===== src/rtl/systolic_result_drain_if.sv =====
// Stream bundle for systolic_result_drain: per-column C capture inputs and the
// word-serial valid/ready output. slave = drain side, master = producer/sink side.
interface systolic_result_drain_if #(
   parameter int N  = 4,
   parameter int DW = 32
);
   localparam int CW = (N > 1) ? $clog2(N) : 1;

   logic [N*DW-1:0] c_in;
   logic [N-1:0]    c_valid;
   logic [DW-1:0]   out_data;
   logic            out_valid;
   logic            out_ready;
   logic [CW-1:0]   out_col;
   logic            out_last;

   modport master (
      output c_in, c_valid, out_ready,
      input  out_data, out_valid, out_col, out_last
   );

   modport slave (
      input  c_in, c_valid, out_ready,
      output out_data, out_valid, out_col, out_last
   );
endinterface


===== src/rtl/systolic_result_drain.sv =====
// Bottom-row C collector: skewed column capture -> DEPTH-row FIFO -> word serializer.
// Optional SYS_DRAIN_FTZ_EN flushes exponent-zero float32 words to signed zero at capture.
module systolic_result_drain #(
   parameter int N     = 4,
   parameter int DW    = 32,
   parameter int DEPTH = 4
) (
   input  logic                       clk,
   input  logic                       rst,
   systolic_result_drain_if.slave     bus,
   input  logic                       clr_flags_i,
   output logic [$clog2(DEPTH+1)-1:0] rows_pending_o,
   output logic                       ovf_o,
   output logic                       col_err_o
);
   localparam int CW = (N > 1) ? $clog2(N) : 1;
   localparam int PW = $clog2(DEPTH);
   localparam int RW = $clog2(DEPTH + 1);

   localparam logic [0:0] S_IDLE = 1'b0;
   localparam logic [0:0] S_SEND = 1'b1;

   logic [N-1:0][DW-1:0] cap_q, cap_d;
   logic [N-1:0]         mask_q, mask_d;
   logic [N-1:0][DW-1:0] mem_q [DEPTH];
   logic [PW-1:0]        wr_ptr_q, wr_ptr_d, rd_ptr_q, rd_ptr_d;
   logic [RW-1:0]        count_q, count_d;
   logic [N-1:0][DW-1:0] sbuf_q, sbuf_d;
   logic [CW-1:0]        col_q, col_d;
   logic [0:0]           state_q, state_d;
   logic                 ovf_q, ovf_d, col_err_q, col_err_d;
   logic                 commit, fifo_full, fifo_empty, push, pop, last_beat, col_err_set;

   function automatic logic [DW-1:0] ftz(input logic [DW-1:0] w);
`ifdef SYS_DRAIN_FTZ_EN
      if (w[30:23] == 8'd0) return {w[DW-1], {(DW-1){1'b0}}};
      return w;
`else
      return w;
`endif
   endfunction

   // Capture side: a full mask is itself the commit cycle; strobes seen then seed the next row.
   always_comb begin
      commit      = &mask_q;
      fifo_full   = (count_q == RW'(DEPTH));
      fifo_empty  = (count_q == '0);
      push        = commit && !fifo_full;
      cap_d       = cap_q;
      for (int unsigned j = 0; j < N; j++) begin
         if (bus.c_valid[j]) cap_d[j] = ftz(bus.c_in[j*DW +: DW]);
      end
      mask_d      = commit ? bus.c_valid : (mask_q | bus.c_valid);
      col_err_set = !commit && (|(mask_q & bus.c_valid));
      col_err_d   = col_err_set ? 1'b1 : (clr_flags_i ? 1'b0 : col_err_q);
      ovf_d       = (commit && fifo_full) ? 1'b1 : (clr_flags_i ? 1'b0 : ovf_q);
   end

   // Serializer: the final accepted beat reloads straight from the FIFO so rows stream without a bubble.
   always_comb begin
      last_beat = (col_q == CW'(N - 1));
      pop       = 1'b0;
      state_d   = state_q;
      col_d     = col_q;
      sbuf_d    = sbuf_q;
      case (state_q)
         S_IDLE: begin
            if (!fifo_empty) begin
               pop     = 1'b1;
               sbuf_d  = mem_q[rd_ptr_q];
               col_d   = '0;
               state_d = S_SEND;
            end
         end
         S_SEND: begin
            if (bus.out_ready) begin
               if (!last_beat) begin
                  col_d = col_q + CW'(1);
               end else if (!fifo_empty) begin
                  pop    = 1'b1;
                  sbuf_d = mem_q[rd_ptr_q];
                  col_d  = '0;
               end else begin
                  col_d   = '0;
                  state_d = S_IDLE;
               end
            end
         end
         default: state_d = S_IDLE;
      endcase
      wr_ptr_d = wr_ptr_q + PW'(push);
      rd_ptr_d = rd_ptr_q + PW'(pop);
      count_d  = count_q + RW'(push) - RW'(pop);
   end

   always_ff @(posedge clk) begin
      if (rst) begin
         cap_q     <= '0;
         mask_q    <= '0;
         wr_ptr_q  <= '0;
         rd_ptr_q  <= '0;
         count_q   <= '0;
         sbuf_q    <= '0;
         col_q     <= '0;
         state_q   <= S_IDLE;
         ovf_q     <= 1'b0;
         col_err_q <= 1'b0;
      end else begin
         cap_q     <= cap_d;
         mask_q    <= mask_d;
         wr_ptr_q  <= wr_ptr_d;
         rd_ptr_q  <= rd_ptr_d;
         count_q   <= count_d;
         sbuf_q    <= sbuf_d;
         col_q     <= col_d;
         state_q   <= state_d;
         ovf_q     <= ovf_d;
         col_err_q <= col_err_d;
      end
   end

   always_ff @(posedge clk) begin
      if (push) mem_q[wr_ptr_q] <= cap_q;
   end

   always_comb begin
      bus.out_valid  = (state_q == S_SEND);
      bus.out_data   = (state_q == S_SEND) ? sbuf_q[col_q] : '0;
      bus.out_col    = (state_q == S_SEND) ? col_q : '0;
      bus.out_last   = (state_q == S_SEND) && last_beat;
      rows_pending_o = count_q;
      ovf_o          = ovf_q;
      col_err_o      = col_err_q;
   end
endmodule

===== src/flat_wrapper.sv =====
// flat-port wrapper written by rule: the top's interface ports become plain ports
module systolic_result_drain_flat 
#(
   parameter int N     = 4,
   parameter int DW    = 32,
   parameter int DEPTH = 4
)
  (clk, rst, clr_flags_i, rows_pending_o, ovf_o, col_err_o, bus_c_in, bus_c_valid, bus_out_ready, bus_out_data, bus_out_valid, bus_out_col, bus_out_last);
  systolic_result_drain_if #(.N(N), .DW(DW)) bus_i ();
  input  logic clk;
  input  logic rst;
  input  logic clr_flags_i;
  output logic [$clog2(DEPTH+1)-1:0] rows_pending_o;
  output logic ovf_o;
  output logic col_err_o;
  input wire logic [$bits(bus_i.c_in)-1:0] bus_c_in;
  input wire logic [$bits(bus_i.c_valid)-1:0] bus_c_valid;
  input wire logic [$bits(bus_i.out_ready)-1:0] bus_out_ready;
  output wire logic [$bits(bus_i.out_data)-1:0] bus_out_data;
  output wire logic [$bits(bus_i.out_valid)-1:0] bus_out_valid;
  output wire logic [$bits(bus_i.out_col)-1:0] bus_out_col;
  output wire logic [$bits(bus_i.out_last)-1:0] bus_out_last;
  assign bus_i.c_in = bus_c_in;
  assign bus_i.c_valid = bus_c_valid;
  assign bus_i.out_ready = bus_out_ready;
  assign bus_out_data = bus_i.out_data;
  assign bus_out_valid = bus_i.out_valid;
  assign bus_out_col = bus_i.out_col;
  assign bus_out_last = bus_i.out_last;
  systolic_result_drain #(.N(N), .DW(DW), .DEPTH(DEPTH)) u_core (.clk(clk), .rst(rst), .bus(bus_i), .clr_flags_i(clr_flags_i), .rows_pending_o(rows_pending_o), .ovf_o(ovf_o), .col_err_o(col_err_o));
endmodule

===== config.mk =====
export PLATFORM = sky130hd
export DESIGN_NAME = systolic_result_drain_flat
export DESIGN_NICKNAME = d
export VERILOG_FILES = /design/src/rtl/systolic_result_drain_if.sv /design/src/rtl/systolic_result_drain.sv /design/src/flat_wrapper.sv
export SDC_FILE = /design/constraint.sdc
export NUM_CORES = 1
export LEC_CHECK = 0
export BUFFER_PORTS_ARGS = -buffer_cell sky130_fd_sc_hd__buf_4
export CAP_MARGIN = 30
export CORE_AREA = 2 2 241 243
export CTS_BUF_LIST = sky130_fd_sc_hd__clkbuf_4 sky130_fd_sc_hd__clkbuf_8 sky130_fd_sc_hd__clkbuf_16
export DETAILED_ROUTE_END_ITERATION = 6
export DIE_AREA = 0 0 243 245
export PLACE_DENSITY = 0.79
export SYNTH_ARGS = -nofsm -noshare
export SYNTH_HDL_FRONTEND = slang
export SYNTH_SLANG_ARGS = --single-unit

===== constraint.sdc =====
create_clock -name clk -period 10.7 [get_ports clk]
set_clock_uncertainty 0.1 [all_clocks]
set_input_delay 0.535 -clock clk [delete_from_list [all_inputs] [get_ports clk]]
set_output_delay 0.535 -clock clk [all_outputs]
set_load 0.02 [all_outputs]

== Word-level counts from Yosys, hierarchy flattened ==
Memories as Yosys holds them, arrays and structs flattened. A register that Yosys moved wholly into a read port is not among the register bits.
Cells that the tools add are included.

* $add $sub $neg: 5
* $mul: 0
* Divide/modulo/power cells: 0
* Order comparisons: 1
* Equality and inequality tests: 5
* Shift-type cells: 0
* Muxes and demuxes: 26
* Bitwise operators: 3
* Reduce and logical (&&, ||, !) cells: 13

{| class="wikitable"
|+ Operator list
! operator !! count
|-
| $mux W128 || 3
|-
| $pmux W128 S2 || 1
|-
| $bmux W32 S2 || 1
|-
| $mux W32 || 2
|-
| $mux W1 || 10
|-
| $mux W2 || 5
|-
| $ne A2 B2 Y1 const B || 3
|-
| $add A2 B1 Y2 || 2
|-
| $and A4 B4 Y4 || 1
|-
| $logic_and A1 B1 Y1 || 4
|-
| $mux W4 || 1
|-
| $or A4 B4 Y4 || 1
|-
| $pmux W1 S2 || 2
|-
| $pmux W2 S2 || 1
|-
| $reduce_and A2 Y1 || 2
|-
| $reduce_and A4 Y1 || 1
|-
| $reduce_bool A2 Y1 || 2
|-
| $reduce_or A4 Y1 || 1
|-
| $add A3 B1 Y3 || 1
|-
| $eq A3 B3 Y1 const B || 1
|-
| $logic_not A3 Y1 || 1
|-
| $lt A2 B3 Y1 const B || 1
|-
| $sub A3 B1 Y3 || 1
|-
| $add A2 B1 Y2 const B || 1
|-
| other kinds (3) || 4
|}

* Bits in registers: 272
* Latch bits: 0
* Memory bits (writable): 512
* Memory bits (read-only): 0
* Logic and storage cells: 70
* Memories: 1

{| class="wikitable"
|+ Memory list
! name !! words !! bits a word !! rd ports !! clocked after Yosys merged registers in !! write ports !! RTL line !! source
|-
| u_core.mem_q || 4 || 128 || 1 || 1 || 1 || systolic_result_drain.sv:25 || <nowiki>logic [N-1:0][DW-1:0] mem_q [DEPTH];</nowiki>
|}

== Logic depth before layout (Yosys ltp) ==
Gate-level depths: netlist of run 1.

* Word-level depth: 7
* Mapped depth: 14
* Mapped depth without buffers: 11

== Worst setup path after synthesis of run 1 ==
OpenSTA, ideal clock, no wires.

* Kind: reg-to-reg
* From: reg u_core.count_q[1], in the netlist u_core.rows_pending_o[1]
* To: mem u_core.mem_q[1][0] (netlist bit) (enable)
* Arrival time: 10.119 ns
* Setup slack: -0.317 ns
* Stages on the path, launching flop included: 4
* Buffers on the path: 0
* Period minus slack after synthesis: 11.017 ns
* Path through: dfxtp_1 > nor2_1 > a21o_1 > nor3b_1

* Cells in the longest elaborated chain, start to end: 5

{| class="wikitable"
|+ RTL lines
! item !! RTL line !! source
|-
| start: declaration || systolic_result_drain.sv:27 || <nowiki>logic [RW-1:0] count_q, count_d;</nowiki>
|-
| start signal: assignment || systolic_result_drain.sv:113 || <nowiki>count_q <= count_d;</nowiki>
|-
| $eq A3 B3 Y1 || systolic_result_drain.sv:46 || <nowiki>fifo_full = (count_q == RW'(DEPTH));</nowiki>
|-
| $logic_not A1 Y1 || systolic_result_drain.sv:48 || <nowiki>push = commit && !fifo_full;</nowiki>
|-
| $logic_and A1 B1 Y1 || systolic_result_drain.sv:48 ||
|-
| $mux W1 || systolic_result_drain.sv:123 || <nowiki>if (push) mem_q[wr_ptr_q] <= cap_q;</nowiki>
|-
| $mux W1 (not written as such) || systolic_result_drain.sv:123 ||
|-
| end: declaration || systolic_result_drain.sv:25 ||
|}

Every way passes these cells.

== Final worst setup path of run 1 ==
* From: reg u_core.col_q[1]
* To: reg u_core.sbuf_q[78] (netlist bit)

* Cells in the longest elaborated chain, start to end: 3

{| class="wikitable"
|+ RTL lines
! item !! RTL line !! source
|-
| start: declaration || systolic_result_drain.sv:29 || <nowiki>logic [CW-1:0] col_q, col_d;</nowiki>
|-
| start signal: assignment || systolic_result_drain.sv:115 || <nowiki>col_q <= col_d;</nowiki>
|-
| $eq A2 B2 Y1 || systolic_result_drain.sv:61 || <nowiki>last_beat = (col_q == CW'(N - 1));</nowiki>
|-
| $ne A2 B2 Y1 (no source line) || n/a ||
|-
| $reduce_and A2 Y1 (no source line) || n/a ||
|-
| end signal: assignment || systolic_result_drain.sv:114 || <nowiki>sbuf_q <= sbuf_d;</nowiki>
|-
| end: declaration || systolic_result_drain.sv:28 || <nowiki>logic [N-1:0][DW-1:0] sbuf_q, sbuf_d;</nowiki>
|}

Every way passes these cells.
A chain may end at the register's enable or synchronous reset.

==> results of run 1 <==
-- cell families (layout without fill, tap and decap cells) --
| group | Yosys count | in the layout | share of synthesized area, % |
|---|---|---|---|
| XOR/XNOR | 3 | 3 | 0.08808 |
| buffers and inverters | 146 | 347 | 3.715 |
| AO/OA/AOI/OAI | 273 | 273 | 4.651 |
| multiplexers | 288 | 288 | 16.45 |
| flip-flops | 784 | 784 | 69.78 |
| adder cells (fa/ha/maj) | 6 | 6 | 0.2768 |
| AND/OR/NAND/NOR | 321 | 321 | 5.045 |
-- through the flow --
stage / setup slack [ns] / area (µm²) / hold WS [ns] / TNS, ns / power [mW]
6_report: 7.314 / 34070 / 0.04604 / 0 / 8.073
5_1_grt: 7.100 / 34070 / 0.04305 / 0 / 8.365
4_1_cts: 7.296 / 34050 / 0.02251 / 0 / 8.105
3_5_place_dp: 7.334 / 31300 / 0.3665 / 0 / 5.234
3_3_place_gp: 7.346 / 31250 / 0.3588 / 0 / 5.193
2_1_floorplan: -0.3172 / 29840 / 0.3505 / -79.28 / 4.909
-- worst min-delay path, cell delays in order --
cell and delay (ns):
buf_4 0.08, mux2i_1 0.05, nor2_1 0.07
-- worst max path at each step --
stage	from	to	slack, ns	cells past startpoint
detailed placement	u_core.col_q[0]	u_core.rows_pending_o[2]	7.33	12
CTS	u_core.col_q[1]	u_core.sbuf_q[78]	7.30	5
global placement	u_core.col_q[0]	u_core.rows_pending_o[2]	7.35	12
floorplan	u_core.rows_pending_o[1]	u_core.mem_q[1][0]	-0.32	3
finish	u_core.col_q[1]	u_core.sbuf_q[78]	7.31	5
global route	u_core.col_q[0]	u_core.rows_pending_o[2]	7.10	12
-- area by class of cell --
cell class / count / area share (%)
clock buffer: 113 / 6.956
clock inverter: 33 / 1.102
inverter: 4 / 0.04407
multi-input combinational: 891 / 23.35
sequential: 784 / 61.15
tap: 765 / 2.810
timing repair buffer: 197 / 4.591
-- synth_stat cells, types with 4 or more instances --
master	instances	share of area (%)
mux4_1	6	0.53
ha_1	5	0.21
buf_6	27	1.0
nand3_1	130	2.2
buf_4	7	0.18
a21oi_1	137	2.3
dlygate4sd1_1	10	0.29
inv_1	4	0.050
nor2b_1	4	0.084
dfxtp_1	272	18
buf_2	42	0.70
edfxtp_1	512	52
clkbuf_1	40	0.50
and2_1	36	0.75
o21ai_0	131	2.2
mux2i_1	128	4.3
buf_12	13	0.87
nor2_1	139	1.7
mux4_2	154	12
-- cell usage in the layout (no fill, tap or decap), types with 2 or more instances in the layout --
cell type and count:
mux4_2 154, ha_1 5, mux2i_1 128, dfxtp_4 2, buf_4 191, dfxtp_2 3, clkbuf_4 21, mux4_1 6
bufinv_16 7, nand2b_1 2, clkinv_4 2, nor3b_2 2, buf_12 3, buf_16 2, xnor2_1 2, edfxtp_1 512
clkinv_2 6, inv_6 3, inv_1 4, clkbuf_16 84, a22o_1 2, clkinvlp_4 5, clkinv_1 9, nor2b_1 4
nor2_1 139, o21ai_0 131, nand3_1 130, and2_1 36, clkbuf_8 8, dfxtp_1 267, a21oi_1 137
-- layer usage --
layer,global-route usage (%),vias up
met3,4.953,116
met2,36.90,711
met4,7.885,0
met1,30.30,8445
li1,-,7274
met5,0,-
-- flip-flops by register name, indices dropped and copies added, names as in the netlist --
register / count
u_core.mem_q: 512
u_core.cap_q: 128
u_core.sbuf_q: 128
u_core.mask_q: 4
u_core.rows_pending_o: 3
u_core.col_q: 2
u_core.rd_ptr_q: 2
u_core.wr_ptr_q: 2
u_core.bus.out_valid: 1
u_core.col_err_o: 1
u_core.ovf_o: 1
-- power breakdown --
part / switching [mW] / internal, mW
clock: 1.15 / 1.72
sequential: 0.267 / 3.46
combinational: 0.838 / 0.644
total: 2.25 / 5.82
==> results.md, run 1 <==
* Outcome: completed
* TritonCTS clock tree: yes
* Worst Path Buf+Inv at 1
* First-pass GRT wire length at between 100000 and 150000 µm
* HP Class: in2reg
* Dpl cells at 2640
* Setup violators final at 0
* Mapped Nets at 1963
* Row count at 88
* Netlist cell types at 38
* H-tree Lvls at 3
* Synth warn at 0
* Die X at 243 µm
* Largest net degree at the start of global routing at 129
* #FFs+latches synth at 784
* Asr flop ratio synth at 0%
* Rel. slew slack at between 30% and 40%
* Post-Route Utilization at 59.73%
* Hold Startpoint: bus_c_in[87]
* Worst r2r dst: u_core.sbuf_q[78]
* Reg-to-Reg Start: u_core.col_q[1]
* Min Tclk post-route at 3.386 ns
* Die height at 245 µm
* Cells after synthesis at roughly 1800
* Final hold viol count at 0
* Hold Crit Endpoint: u_core.cap_q[87]
* Filler cells at 4140
* Seq. cell area at 20830 µm²
* Hold depth at 3
* PortBufs at 176
* EDFF count, synth at 512
* Seq/Total Area, Yosys at around 70%
* CP cell instances: ha_1, a21bo_4, buf_4, nand3_1, a21oi_1
* Family with the most delay on the worst path: flip-flops
* CTS clk-pin slew, worst paths at 0.06 ns
* ANT cells at 0
* Total iterations of the first detailed-routing run at 5
* Max Freq at 0.2954 GHz
* Max-slew violations at 0
* Die area at roughly 60000 µm²
* Setup Buffers After CTS at 0
* Unrepaired setup endpoints after global routing: no
* Max-Cap Viols at 0
* Vias in the first global route at 16398
* Ports at 177
* Final WL at a little under 70000 µm
* Most used flip-flop cell after synthesis: edfxtp_1
* Clk_lat worst skew at between 0.6 and 0.7 ns
* Gr usage total at between 20% and 30%
* Placed wire-length estimate at around 40000 µm
* Root buffer cell: clkbuf_16
* Share of cells above drive strength 1 at roughly a quarter
* Met3 Wirelength at 5562 µm
* Post-Layout Cell Count at 2787
* CP endpoint kind: flip-flop
* Critical path required time at 11.14 ns
* DR top layer: met4
* Nets at approximately 2100
* GRT overflow at 0
* DRT iter0 DRCs at 1639
* GPL Wtd Cong at 0.7826
* Worst-path fanout max at 81
* DRT met1 WL at approximately 27000 µm
* PwrDens at about 240 nW/µm²
* Max VDD drop at 0.0001374 V
* Leakage at 11.88 nW
* Sink Count at 784
* WL met2 at around 33000 µm
* P&R area growth vs syn at 14.17%
* Number of antenna violations at the first check in global routing at 0
* Netlist Area Pre-Place at 29840 µm²
* FF-to-FF setup slack at 7.31 ns
* DRC at 0
* WL/cell at approximately 24 µm
* Avg Cell Area, Syn at 16.39 µm²
* Period utilization at about a third
* Worst Max-Slew Pin Slew at 1.003 ns
* Crit Path Class: reg2reg
* Crit-path max cell delay at about 0.93 ns
* Crit path DAT at 3.83 ns
* Core Region at 57030 µm²
* Crit path max-delay cell type: dfxtp_2
* Post-CTS Hold Buffers at 0
* Initial Utilization at 52.31%
* CTS buffer count at 78
* Reg2Reg Depth at 5
* CTS max path bufs at 3
* DRT antenna net count at 0
* Resized cells post-CTS at 0
* Setup crit start kind: flip-flop
* Multi-input gate area at 7954 µm²
* Vias per std cell at 5.937
* Number of vias after detailed routing at 16546
Note: power is estimated with default switching activity, not from simulation.
==> inputs of run 2 (changes only) <==
==> constraint.sdc (replaced) <==
create_clock -name clk -period 2.9 [get_ports clk]
set_clock_uncertainty 0.1 [all_clocks]
set_input_delay 0.145 -clock clk [delete_from_list [all_inputs] [get_ports clk]]
set_output_delay 0.145 -clock clk [all_outputs]
set_load 0.02 [all_outputs]
==> results.md, run 2 (same netlist as run 1, synthesis figures left out) <==
* Outcome: completed
* Root buffer cell: clkbuf_16
* Family with the most delay on the worst path: buffers and inverters
* Worst Path Buf+Inv at 2
* Rel. slew slack at 41.78%
* Die height at ~250 µm
* Crit-path max cell delay at 0.58 ns
* Setup slack at placement at 0.4716 ns
* Final hold viol count at 0
* Number of vias after detailed routing at 17597
* Clk_lat worst skew at roughly 0.62 ns
* PortBufs at 176
* Max-Cap Viols at 0
* Hold Startpoint: bus_c_valid[0]
* Critical path required time at 2.65 ns
* Period utilization at 91.88%
* Most frequent cells in the layout: edfxtp_1 (512), dfxtp_1 (263), buf_4 (197)
* Met2 Use GR at 39.82%
* Initial Utilization at 52.31%
* TNS Setup at 0 ns
* Setup crit start kind: flip-flop
* Vias in the first global route at between 15000 and 20000
* Number of antenna violations at the first check in global routing at 2
* PnR worst setup slack at 0.2355 ns
* Crit path DAT at 2.42 ns
* WL/cell at 23.70 µm
* Setup Buffers After CTS at 0
* Max reg flops at 512
* CTS clk-pin slew, worst paths at 0.06 ns
* CTS max path bufs at 3
* Post-Layout Cell Count at 2994
* Busiest layer in global routing: met2
* CP endpoint kind: output pin
* Max VDD drop at 0.0006340 V
* Hold Crit Endpoint: u_core.cap_q[28]
* Row count at between 80 and 90
* Top flop regs: u_core.mem_q x512, u_core.cap_q x128, u_core.sbuf_q x128
* Reg2Reg Depth at 6
* Design Area, Final at ~36000 µm²
* Worst r2r dst: u_core.sbuf_q[98]
* Dpl cells at 2666
* Leakage at between 10 and 15 nW
* Max-slew violations at 0
* Area after DPL at 31750 µm²
* Placed wire-length estimate at between 40000 and 50000 µm
* Die X at 243 µm
* Share of cells above drive strength 1 at about a quarter
* H-tree Lvls at 3
* PwrDens at about 800 nW/µm²
* Nets at 2307
* GR Util met1 at 32.09%
* Commonest non-fill, non-tap cell in the layout: edfxtp_1
* Largest Register: u_core.mem_q
* ANT cells at 0
* Filler cells at 3943
* Total iterations of the first detailed-routing run at 5
* DRC at 0
* Gr usage total at 23.90%
* Worst-path fanout max at 35
* FF-to-FF setup slack at 0.37 ns
* GPL Wtd Cong at 0.8046
* Vias per std cell at 5.877
* DRT iter0 DRCs at 1718
* Largest net degree at the start of global routing at 103
* Worst Max-Slew Pin Slew at slightly below 0.9 ns
* Final WL at 70950 µm
* Die area at 59540 µm²
* Total power at 29.57 mW
* P&R area growth vs syn at 21.09%
* Core Region at 57030 µm²
* First-pass GRT wire length at 107800 µm
* Unrepaired setup endpoints after global routing: no
* Reg-to-Reg Start: u_core.col_q[0]
* Crit Path Class: reg2out
* CTS buffer count at 76
* Hold depth at 3
* DRT antenna net count at 0
* TritonCTS clock tree: yes
* GRT overflow at 0
* Ports at roughly 180
* CP cell instances: buf_6, mux4_2, and2_1, buf_4
* Crit path max-delay cell type: mux4_2
* Max Freq at 0.3753 GHz
* Sink Count at 784
* GR Util met3 at roughly 3.8%
* Min Tclk post-route at 2.664 ns
* Setup violators final at 0
* HP Class: in2reg
[run 2: changes by cell type in the layout (fill, tap and decap cells not counted), sizes merged]
cell	delta
buf	+25
bufinv	-5
clkbuf	-5
clkinv	+10
clkinvlp	-3
dlygate4sd3	+186
inv	-1
[run 2: layer usage]
metal | wire length (µm) | vias up | share of wire (%)
met4 | 2065 | 2 | 2.9
li1 | - | 7681 | -
met3 | 5032 | 122 | 7.1
met5 | 13 | - | 0.018
met1 | 28270 | 9025 | 40
met2 | 35560 | 767 | 50
[run 2: timing repair]
| item | in CTS | in global routing |
|---|---|---|
| endpoints found under the hold margin | 169 | 0 |
| endpoints found under the setup margin | 0 | 20 |
| gates resized for setup | 0 | 1 |
| hold buffers | 186 | 0 |
[run 2: worst max path at each step]
stage	from	endpoint	depth (start not counted)
floorplan	u_core.mask_q[0]	u_core.mem_q[2][0]	3
global placement	u_core.col_q[0]	u_core.rows_pending_o[2]	11
detailed placement	u_core.col_q[0]	u_core.sbuf_q[108]	6
CTS	u_core.col_q[0]	bus_out_data[0]	4
global route	u_core.col_q[0]	bus_out_data[0]	4
finish	u_core.col_q[0]	bus_out_data[0]	4
[run 2: through the flow]
| stage | util, % | hold WS (ns) |
|---|---|---|
| finish | 63.35 | 0.04437 |
| global route | 63.35 | 0.05325 |
| CTS | 63.34 | 0.02593 |
| detailed placement | 55.67 | 0.2861 |
| global placement | 55.67 | 0.2775 |
| floorplan | - | 0.1922 |
[run 2: final cells by class]
| type | count | area [µm²] | area share (%) |
|---|---|---|---|
| multi-input cells | 891 | 7980 | 22.09 |
| clock inverters | 34 | 250.2 | 0.6926 |
| inverters | 4 | 15.01 | 0.04156 |
| clock buffers | 108 | 2263 | 6.265 |
| well taps | 765 | 957.2 | 2.649 |
| repair buffers | 408 | 3827 | 10.59 |
| flip-flops and latches | 784 | 20840 | 57.67 |
[run 2: report_power, final]
group          internal, mW  switching, mW  total (mW)
Combinational          2.76           3.45        6.20
Clock                  5.66           4.16        9.81
Sequential             12.8          0.791        13.6
[run 2: worst register-to-register path: cells and delay by family (launching register included)]
kind | cells | cell delay [ns]
fa+ha+maj | 1 | 0.24
compound gates | 3 | 0.64
flops | 1 | 0.33
buf+inv | 2 | 1.14
==> inputs of run 3 (changes only) <==
--- a/config.mk
+++ b/config.mk
@@ -5,13 +5,14 @@
 export SDC_FILE = /design/constraint.sdc
 export NUM_CORES = 1
 export LEC_CHECK = 0
-export BUFFER_PORTS_ARGS = -buffer_cell sky130_fd_sc_hd__buf_4
 export CAP_MARGIN = 30
-export CORE_AREA = 2 2 241 243
+export CORE_AREA = 2 2 310 189
 export CTS_BUF_LIST = sky130_fd_sc_hd__clkbuf_4 sky130_fd_sc_hd__clkbuf_8 sky130_fd_sc_hd__clkbuf_16
 export DETAILED_ROUTE_END_ITERATION = 6
-export DIE_AREA = 0 0 243 245
-export PLACE_DENSITY = 0.79
+export DIE_AREA = 0 0 312 191
+export DONT_BUFFER_PORTS = 1
+export PLACE_DENSITY = 0.76
+export REMOVE_ABC_BUFFERS = 1
 export SYNTH_ARGS = -nofsm -noshare
 export SYNTH_HDL_FRONTEND = slang
 export SYNTH_SLANG_ARGS = --single-unit
==> results.md, run 3 (same netlist as run 1, synthesis figures left out) <==
* Outcome: completed
* Sw Share at 27.46%
* Comb power frac at about a fifth
* Top flop regs: u_core.mem_q x512, u_core.cap_q x128, u_core.sbuf_q x128
* Sink Count at 784
* Largest net degree at the start of global routing at around 150
* Gr usage total at around 24%
* CTS clk-pin slew, worst paths at 0.07 ns
* Reg power frac at approximately 45%
* Psw at 8.135 mW
* Clock power frac at 34.4%
* Max reg flops at 512
* Nets at around 2200
* Root buffer cell: clkbuf_16
* PnR worst setup slack at 0.2035 ns
* DRT antenna net count at 0
* Largest Register: u_core.mem_q
* Commonest non-fill, non-tap cell in the layout: edfxtp_1
* Crit path max-delay cell type: mux4_2
* Leakage at about 12 nW
* Die height at around 190 µm
* Crit Path Class: reg2out
* Max-slew violations at 0
* Filler cells at 3994
* PwrDens at 826.4 nW/µm²
* TritonCTS clock tree: yes
* DRC at 0
* Setup Buffers After CTS at 0
* Worst Max-Slew Pin Slew at 0.8236 ns
* GPL Wtd Cong at between 0.7 and 0.8
* Vias per std cell at 5.906
* CP cell instances: buf_6, mux4_2, and2_1
* Max Freq at 0.3708 GHz
* CTS max path bufs at 3
* Most frequent cells in the layout: edfxtp_1 (512), dlygate4sd3_1 (281), dfxtp_1 (267)
* Setup violators final at 0
* Min Tclk post-route at 2.697 ns
* Crit-path max cell delay at 0.66 ns
* Die X at 312 µm
* Period utilization at 92.98%
* Placed wire-length estimate at 34380 µm
* Unrepaired setup endpoints after global routing: no
* Initial Utilization at between 50% and 60%
* CTS buffer count at 72
* Number of vias after detailed routing at 17229
* WL/cell at 24.40 µm
* Final hold viol count at 0
* FF-to-FF setup slack at 0.24 ns
* Critical path required time at 2.65 ns
* Rel. slew slack at 44.91%
* Ports at 177
* Setup slack at placement at approximately 0.32 ns
* Crit path DAT at 2.45 ns
* H-tree Lvls at 3
* Max-Cap Viols at 0
* Vias in the first global route at around 18000
* Setup crit start kind: flip-flop
* Total iterations of the first detailed-routing run at 5
* Core Region at 56830 µm²
* Worst-path fanout max at 35
* DRT iter0 DRCs at ~1800
* Row count at 68
* CP endpoint kind: output pin
* Final WL at 71180 µm
* P&R area growth vs syn at 20.14%
* Max VDD drop at around 0.00057 V
* GRT overflow at 0
* Pint at 21.49 mW
* Clk_lat worst skew at a little over 0.6 ns
* PortBufs at 0
* First-pass GRT wire length at 107500 µm
* Number of antenna violations at the first check in global routing at 6
* Share of cells above drive strength 1 at 16.05%
* Post-Route Utilization at 63.07%
* Die area at 59590 µm²
* HP Class: in2reg
-- run 3: through the flow --
stage	setup TNS [ns]	std cells	power [mW]	cell area [µm²]	hold slack (ns)
final	0	2917	29.62	35850	0.06149
after detailed placement	0	2496	19.14	30410	0.1535
after CTS	0	2913	29.71	35830	0.01812
after floorplan	-3690.11	1679	17.06	28740	0.1117
after global routing	0	2914	30.75	35840	0.02293
after global placement	0	2496	18.92	30410	0.1476
-- run 3: cell type report --
cell class | instances | area [µm²] | area share, %
flip-flops and latches | 784 | 20830 | 58.12
multi-input cells | 891 | 7954 | 22.19
repair buffers | 330 | 3508 | 9.787
clock buffers | 94 | 2086 | 5.818
well taps | 770 | 963.4 | 2.688
clock inverters | 40 | 476.7 | 1.330
inverters | 4 | 15.01 | 0.04188
diodes | 4 | 10.01 | 0.02792
-- run 3: routing by layer --
layer | wire, µm | up-vias | track usage (%) | share of wire (%)
met4 | 1343 | 6 | 6.583 | 1.9
met3 | 5362 | 102 | 5.511 | 7.5
met1 | 30600 | 8920 | 33.53 | 43
li1 | - | 7531 | - | -
met2 | 33840 | 670 | 38.51 | 48
met5 | 39 | - | 0 | 0.055
-- run 3: power by group through the flow --
stage / registers, mW / logic, mW / clock network (mW)
after floorplan: 13.6 / 3.45 / 0
after global placement: 13.6 / 5.34 / 0
after detailed placement: 13.7 / 5.48 / 0
after CTS: 13.4 / 5.98 / 10.3
after global routing: 13.5 / 6.48 / 10.7
final: 13.4 / 6.01 / 10.2
-- run 3: critical path: cells and delay by family, from the launching register on --
| kind | cells | cell delay [ns] |
|---|---|---|
| buf+inv | 1 | 0.51 |
| flops | 1 | 0.36 |
| mux | 1 | 0.66 |
| simple gates | 1 | 0.28 |
-- run 3: repair_timing --
item                                    in CTS  in global routing
endpoints found under the hold margin      272                  0
resized for setup                            1                  1
hold buffers                               283                  0
endpoints found under the setup margin       2                  1
-- run 3: worst paths after layout --
| check | startpoint | to | cells past startpoint |
|---|---|---|---|
| worst max-delay path | u_core.col_q[0] | bus_out_data[14] | 3 |
| worst min-delay path | rst | u_core.cap_q[70] | 2 |
| worst max register to register | u_core.rows_pending_o[1] | u_core.sbuf_q[72] | 5 |
| worst min register to register | u_core.sbuf_q[7] | u_core.sbuf_q[7] | 2 |
